**src/rtl/fetch.sv**
```systemverilog
// Instruction-fetch stage: owns the PC, keeps one request outstanding to instruction
// memory, and feeds decode through a registered output slot backed by a one-entry skid.
module fetch #(
  parameter logic [31:0] RESET_PC = 32'h0000_0000,
  parameter logic [31:0] NOP      = 32'h0000_0013
) (
  input  logic        clk,
  input  logic        rst,
  output logic        imem_req_valid,
  input  logic        imem_req_ready,
  output logic [31:0] imem_addr,
  input  logic        imem_rsp_valid,
  input  logic [31:0] imem_rsp_data,
  input  logic        stall,
  input  logic        redirect,
  input  logic [31:0] redirect_pc,
  output logic [31:0] instr,
  output logic [31:0] pc,
  output logic        instr_valid
);

  typedef struct packed {
    logic [31:0] instr;
    logic [31:0] pc;
  } slot_t;

  slot_t       r_out, r_sk, w_out_nxt, w_sk_nxt, w_rsp_slot;
  logic        r_out_valid, r_sk_valid, w_out_valid_nxt, w_sk_valid_nxt;
  logic [31:0] r_fpc, r_pend_pc, w_fpc_nxt, w_pend_pc_nxt;
  logic        r_pend, r_drop, w_pend_nxt, w_drop_nxt;
  logic        w_accept, w_rsp, w_deliver, w_consume;

  // Gating with rst keeps the request low while reset is held and lets it rise
  // combinationally in the first cycle after release.
  assign imem_req_valid = rst && !r_pend && !r_sk_valid && !redirect;
  assign imem_addr      = r_fpc;

  assign w_accept   = imem_req_valid && imem_req_ready;
  assign w_rsp      = imem_rsp_valid && r_pend;
  assign w_deliver  = w_rsp && !r_drop;
  assign w_consume  = r_out_valid && !stall;
  assign w_rsp_slot = '{instr: imem_rsp_data, pc: r_pend_pc};

  always_comb begin
    // NOTE: every next-state signal gets its hold value first, so no path can infer a latch.
    w_fpc_nxt       = r_fpc;
    w_pend_nxt      = r_pend;
    w_drop_nxt      = r_drop;
    w_pend_pc_nxt   = r_pend_pc;
    w_out_nxt       = r_out;
    w_out_valid_nxt = r_out_valid;
    w_sk_nxt        = r_sk;
    w_sk_valid_nxt  = r_sk_valid;

    if (w_rsp) w_pend_nxt = 1'b0;

    if (redirect) begin
      w_fpc_nxt       = redirect_pc & ~32'h3;
      w_drop_nxt      = r_pend && !imem_rsp_valid;
      w_out_nxt.instr = NOP;
      w_out_valid_nxt = 1'b0;
      w_sk_valid_nxt  = 1'b0;
    end else begin
      if (w_accept) begin
        w_pend_nxt    = 1'b1;
        w_pend_pc_nxt = r_fpc;
        w_fpc_nxt     = r_fpc + 32'd4;
      end
      if (w_rsp) w_drop_nxt = 1'b0;

      if (w_consume) begin
        if (r_sk_valid) begin
          w_out_nxt      = r_sk;
          w_sk_valid_nxt = w_deliver;
          if (w_deliver) w_sk_nxt = w_rsp_slot;
        end else if (w_deliver) begin
          w_out_nxt = w_rsp_slot;
        end else begin
          w_out_valid_nxt = 1'b0;
          w_out_nxt.instr = NOP;
        end
      end else if (w_deliver) begin
        if (r_out_valid) begin
          w_sk_nxt       = w_rsp_slot;
          w_sk_valid_nxt = 1'b1;
        end else begin
          w_out_nxt       = w_rsp_slot;
          w_out_valid_nxt = 1'b1;
        end
      end
    end
  end

  // NOTE: state registers use non-blocking assignments so all of them update together at the edge.
  always_ff @(posedge clk or negedge rst) begin
    if (!rst) begin
      r_fpc       <= RESET_PC;
      r_pend      <= 1'b0;
      r_drop      <= 1'b0;
      r_pend_pc   <= RESET_PC;
      r_out       <= '{instr: NOP, pc: RESET_PC};
      r_out_valid <= 1'b0;
      r_sk_valid  <= 1'b0;
    end else begin
      r_fpc       <= w_fpc_nxt;
      r_pend      <= w_pend_nxt;
      r_drop      <= w_drop_nxt;
      r_pend_pc   <= w_pend_pc_nxt;
      r_out       <= w_out_nxt;
      r_out_valid <= w_out_valid_nxt;
      r_sk_valid  <= w_sk_valid_nxt;
    end
  end

  // NOTE: skid payload is never read unless r_sk_valid is set, so it carries no reset.
  always_ff @(posedge clk) begin
    r_sk <= w_sk_nxt;
  end

  assign instr       = r_out.instr;
  assign pc          = r_out.pc;
  assign instr_valid = r_out_valid;

endmodule

```
**config.mk**
```make
export PLATFORM = sky130hd
export DESIGN_NAME = fetch
export DESIGN_NICKNAME = d
export VERILOG_FILES = /design/src/rtl/fetch.sv
export SDC_FILE = /design/constraint.sdc
export NUM_CORES = 1
export LEC_CHECK = 0
export ABC_AREA = 1
export CAP_MARGIN = 20
export CORE_ASPECT_RATIO = 1.25
export CORE_MARGIN = 2
export CORE_UTILIZATION = 57
export CTS_CLUSTER_DIAMETER = 200
export DETAILED_ROUTE_END_ITERATION = 8
export GPL_TIMING_DRIVEN = 0
export PLACE_DENSITY = 0.92
export SLEW_MARGIN = 5
export SYNTH_ARGS = -nofsm -noshare
export SYNTH_HDL_FRONTEND = slang
export SYNTH_SLANG_ARGS = --single-unit
```
**constraint.sdc**
```tcl
create_clock -name clk -period 8.1 [get_ports clk]
set_clock_uncertainty 0.15 [all_clocks]
set_input_delay 1.62 -clock clk [delete_from_list [all_inputs] [get_ports clk]]
set_output_delay 1.62 -clock clk [all_outputs]
set_load 0.02 [all_outputs]
```
==> flow_metrics.tcl, run 1 <==
set metrics [dict create \
    status "completed" \
    stdcell_area_um2 11500 \
    clockBufferDepth 2 \
    insertion_delay_ns 0.43 \
    initial_core_util_pct 57.6 \
    netlist_area_um2 8900 \
    rr_startpoint "instr_valid$_DFFE_PN0P_" \
    grtUsageTotal_pct 28.8 \
    multiInputGateArea_um2 3280 \
    regArea_um2 5020 \
    min-delay-start "r_pend_pc[31]$_DFFE_PN0P_" \
    fin_util_pct 74.4 \
    final.period_utilization_pct 65.6 \
    dpl_cell_area_um2 10900 \
    port_buffers 160 \
    critPathCaptureType "output pin" \
    grt_pass1_wl_mm 37.1 \
    cts_tree "built" \
    fmax_ghz 0.188 \
    yosysWarnings 0 \
    cts_hold_buf 0 \
    crit_arrival_ns 3.54 \
    vias 7852 \
    mostFrequentLayoutCell "nand2_1" \
    synthFlopType "dfrtp_1" \
    synth_xor_area_share_pct 0.197 \
    viasPerCell 5.22 \
    setup_viol 0 \
    yosys.area_share.simple_pct 28.6 \
    synth_top_family_by_area "simple AND/OR/NAND/NOR gates" \
    synth-edff-count 62 \
    root_buffer "clkbuf_16" \
    rsz0062_at_grt "false" \
    hold_viol 0 \
    synth_cell_types 31 \
    grt_start_max_net_pins 70 \
    hold_path_class "reg -> reg" \
    drive_above_1_share_pct 7.28 \
    seq_area_frac_synth_pct 56.4 \
    path_class "in -> out" \
    synth_cells 1094 \
    die_w_um 116 \
    yosys.area.top_type "dfrtp_1" \
    path_max_fanout 69 \
    core.rowCount 51 \
    cts_sinks 188 \
    r2r_cells 7 \
    drtIter0Drc 644 \
    r2r_end "r_sk[6]$_DFFE_PP_" \
    ys_seq_elements 188 \
    num-nets-final 1350 \
    ir_drop_mv 0.156 \
    syn_to_final_growth_pct 29.2 \
    io_pins 168 \
    coreArea_um2 15400 \
    setup_tns_ns 0 \
    fin_hold_ws_ns 0.298 \
    cts-buffers-inserted 17 \
    die_area_um2 16600 \
    cts_setup_buffers 0 \
    syn_area_per_cell_um2 8.13 \
    maxSlewViolCount 0 \
    drv_cap 0 \
    ant_nets 0 \
    die_height_um 144 \
    hold_depth 0 \
    synth_compound_area_share_pct 7.64 \
    final.fill_count 1158 \
    route.detailed.drc 0 \
    async_reset_ff_share_pct 67.0 \
    yosys-mux-area-fraction_pct 0 \
    synth-adder-area-share_pct 0.141 \
    yosysTopAreaCellShare_pct 34.6 \
    hold_path_end "r_sk[31]$_DFFE_PP_" \
    detailedRoute.firstPassIterationCount 5 \
    post-dp-hpwl_mm 16.7 \
    detail_route.wl_per_cell_um 15.3 \
    wirelength_mm 23.0 \
    cts-htree-levels 4 \
    synthTopCellsByArea "dfrtp_1, edfxtp_1, nand2_1, o21ai_0, nor2_1" \
    overflow 0 \
    leakage_uw 0.00525 \
    critPathRequiredTime_ns 6.33 \
    layout_common_cells "nand2_1, clkdlybuf4s50_1, dfrtp_1" \
    clkSlewWorstSetupHoldPaths_ns 0.07 \
    startpoint_type "input port" \
    antenna_found_initial 0 \
    worst_pin_slew_ns 0.634 \
    setup_slack_ns 2.79 \
    antenna_cells 0 \
    power_density_nw_per_um2 231 \
    fin_crit_ns 5.31 \
    rrSetupSlack_ns 5.50 \
    grt_pass1_vias 7812 \
    place_ws_ns 2.74 \
    gp_congestion 0.906 \
    ctsResizeCount 0 \
    slew_headroom_pct 57.6 \
]
-- flip-flops by register name, summed over array words and instances (netlist names) --
register	flops
r_sk	62
instr	32
imem_addr	30
pc	30
r_pend_pc	30
instr_valid	1
r_drop	1
r_pend	1
r_sk_valid	1
-- per-layer routing --
layer	routed length (um)	global-route usage [%]	vias up
met5	0	0	-
met1	8880	34.5	3664
li1	-	-	3850
met2	12100	50.3	286
met3	1410	5.02	52
met4	647	13.2	0
-- stage by stage --
step	cells	power, uW
final	1504	2660
after global routing	1504	2770
after CTS	1504	2670
after detailed placement	1472	1780
after global placement	1469	1760
after floorplan	1097	1490
-- cells by family after synthesis --
family / count (synthesis)
AND/OR/NAND/NOR: 634
other: 1
adder cells (fa/ha/maj): 1
AO/OA/AOI/OAI: 132
flip-flops: 188
buffers and inverters: 136
XOR/XNOR: 2
-- worst max path at each step --
stage / depth (start not counted) / start / slack, ns / endpoint
CTS: 7 / rst / 2.73 / imem_req_valid
floorplan: 5 / redirect / 2.27 / r_sk[10]$_DFFE_PP_
global placement: 6 / rst / -1.13 / imem_req_valid
finish: 7 / rst / 2.79 / imem_req_valid
detailed placement: 7 / rst / 2.74 / imem_req_valid
global route: 7 / rst / 2.62 / imem_req_valid
-- synthesized netlist by cell type, types with 2 or more instances --
cell type    n
a21oi_1     23
buf_2       16
buf_4       14
buf_6        5
clkbuf_1    14
clkbuf_2     3
dfrtp_1    123
dfstp_2      3
edfxtp_1    62
inv_1       78
inv_2        5
nand2_1    447
nand2_2      3
nand3_1     72
nand3b_1     4
nor2_1      99
nor2_2       3
nor2_4       2
o211ai_1     2
o21ai_0     89
o21ai_1     16
xor2_1       2
-- worst max-delay path, cell delays in order --
cell	delay, ns
buf_6	0.43
buf_16	0.34
inv_1	0.09
nor2_1	0.23
nand2_1	0.10
inv_1	0.06
clkdlybuf4s50_1	0.59
-- cell type report --
class                   count  area share (%)
multi-input cells         773            28.5
well taps                 212            2.31
inverters                  84            2.74
repair buffers            163            14.6
flip-flops and latches    188            43.7
clock buffers              19            3.85
plain buffers              52            2.69
clock inverters            13            1.67
-- report_power, final --
| part | internal, uW | switching [uW] |
|---|---|---|
| combinational | 253 | 314 |
| clock | 528 | 359 |
| sequential | 1110 | 97.3 |
No activity file was read; power rests on OpenSTA's default activity.
==> inputs of run 2 (changes only) <==
- CORE_UTILIZATION: 57 -> 53
- PLACE_DENSITY: 0.92 -> 0.87
- clock period: 8.1 -> 5.25 ns (I/O delays scaled with it)
==> run 2 against run 1 <==
  * Routed wire length down 0.25%
  * Setup slack worse by 1.5 ns
  * Sequential power up 55%
  * Flip-flop and latch count unchanged
  * Total power up 49%
  * Critical path depth unchanged
  * Design area down 0.59%
  * Cell count up 0.27%
  * Register-to-register slack worse by 2.7 ns
  * Core utilization down 4.5 points
  * Die area up 7.3%
  * Sequential share of layout area up 0.26 points
  * Critical path type unchanged
  * Highest routed layer unchanged
==> flow_metrics.tcl, run 2 (synthesis results as in run 1) <==
set metrics [dict create \
    cts_hold_buf 0 \
    ir_drop_mv 0.221 \
    stdcell_area_um2 11400 \
    gp_congestion 0.997 \
    die_height_um 149 \
    rrSetupSlack_ns 2.76 \
    viasPerCell 5.21 \
    setup_viol 0 \
    clockBufferDepth 2 \
    die_w_um 120 \
    drv_cap 0 \
    place_ws_ns 1.16 \
    path_max_fanout 95 \
    regMostFlops "r_sk" \
    startpoint_type "input port" \
    cts_setup_buffers 0 \
    num-nets-final 1350 \
    ant_nets 0 \
    port_buffers 160 \
    cts_tree "built" \
    initial_core_util_pct 54.5 \
    vias 7861 \
    maxSlewViolCount 0 \
    slew_headroom_pct 61.1 \
    hold_depth 0 \
    cts-htree-levels 4 \
    largest_register_ffs 62 \
    detail_route.wl_per_cell_um 15.2 \
    hold_viol 0 \
    cts_sinks 188 \
    wirelength_mm 23.0 \
    detailedRoute.firstPassIterationCount 6 \
    path_class "in -> out" \
    crit_arrival_ns 2.80 \
    drtIter0Drc 700 \
    clkSlewWorstSetupHoldPaths_ns 0.06 \
    grt_pass1_vias 7626 \
    fin_hold_ws_ns 0.299 \
    leakage_uw 0.00522 \
    root_buffer "clkbuf_16" \
    critPathCaptureType "output pin" \
    final.period_utilization_pct 76.3 \
    dpl_cell_area_um2 10900 \
    rsz0062_at_grt "false" \
    coreArea_um2 16300 \
    route.detailed.drc 0 \
    overflow 0 \
    die_area_um2 17800 \
    worst_pin_slew_ns 0.584 \
    status "completed" \
    core.rowCount 52 \
    syn_to_final_growth_pct 28.5 \
    grt_start_max_net_pins 96 \
    grtUsageTotal_pct 27.0 \
    insertion_delay_ns 0.43 \
    fin_crit_ns 4.00 \
    io_pins 168 \
    hold_path_class "reg -> reg" \
    fmax_ghz 0.250 \
    antenna_found_initial 0 \
    r2r_cells 7 \
    antenna_cells 0 \
    final.fill_count 1278 \
    grt_pass1_wl_mm 37.8 \
    drive_above_1_share_pct 7.20 \
    mostFrequentLayoutCell "nand2_1" \
    ctsResizeCount 0 \
    cts-buffers-inserted 17 \
    setup_slack_ns 1.25 \
    power_density_nw_per_um2 346 \
    post-dp-hpwl_mm 16.9 \
    layout_common_cells "nand2_1, clkdlybuf4s50_1, dfrtp_1" \
    critPathRequiredTime_ns 4.05 \
]
[run 2: changes by cell type in the layout (fill, tap and decap cells not counted), sizes merged]
| cell | previous run | this run |
|---|---|---|
| inv | 84 | 85 |
| bufinv | 4 | 1 |
| clkinvlp | 0 | 2 |
[run 2: stage by stage]
step	instances	power [uW]	setup TNS (ns)	util [%]
6_report	1508	3950	0	70.0
5_1_grt	1508	4140	0	70.0
4_1_cts	1508	3970	0	70.0
3_5_place_dp	1476	2750	0	66.5
3_3_place_gp	1473	2720	-379.92	66.0
2_1_floorplan	1097	2290	0	-
[run 2: path summary, 6_finish.rpt]
check / start / endpoint
min in group asynchronous: rst / instr[22]$_DFFE_PN0P_
worst min register to register: r_pend_pc[30]$_DFFE_PN0P_ / r_sk[30]$_DFFE_PP_
worst max-delay path: rst / imem_req_valid
max in group asynchronous: rst / r_pend_pc[25]$_DFFE_PN0P_
worst max register to register: instr_valid$_DFFE_PN0P_ / r_sk[26]$_DFFE_PP_
worst min-delay path: r_pend_pc[30]$_DFFE_PN0P_ / r_sk[30]$_DFFE_PP_
[run 2: metal layers]
layer	routed length, um	global-route usage, %
met5	0	0
met2	11900	47.0
met3	1460	4.82
met1	9000	33.7
met4	633	10.1
[run 2: layout make-up]
class	instances	area, um2	area share [%]
Multi-Input combinational cell	773	3280	28.7
Buffer	52	309	2.70
Tap cell	216	270	2.36
Inverter	84	315	2.76
Timing Repair Buffer	163	1680	14.7
Sequential cell	188	5020	43.9
Clock inverter	13	119	1.04
Clock buffer	19	443	3.88
[run 2: worst max-delay path, cell delays in order]
cell,delay [ns]
buf_6,0.27
buf_16,0.41
inv_1,0.08
nor2_1,0.21
nand2_1,0.08
inv_1,0.06
clkdlybuf4s50_1,0.61
[run 2: power by group]
group,switching [uW],total [uW],leakage (uW),internal [uW]
Combinational,481,872,0.00279,390
Clock,554,1220,0.000273,669
Sequential,151,1860,0.00216,1710
Total,1190,3950,0.00522,2760
==> inputs of run 3 (changes only) <==
- clock period: 5.25 -> 4 ns (I/O delays scaled with it)
==> results of run 3 <==
Same layout as run 2 (identical final DEF). Status: completed.
Among the figures that moved: setup slack after placement 1.16 ns -> 0.407 ns; clock-pin slew on the worst setup and hold paths 0.06 ns -> 0.07 ns; setup slack after layout 1.25 ns -> 0.496 ns; hold slack 0.299 ns -> 0.0917 ns; register-to-register setup slack 2.76 ns -> 1.51 ns; total power 3950 uW -> 5190 uW; worst IR drop on VDD 0.221 mV -> 0.290 mV
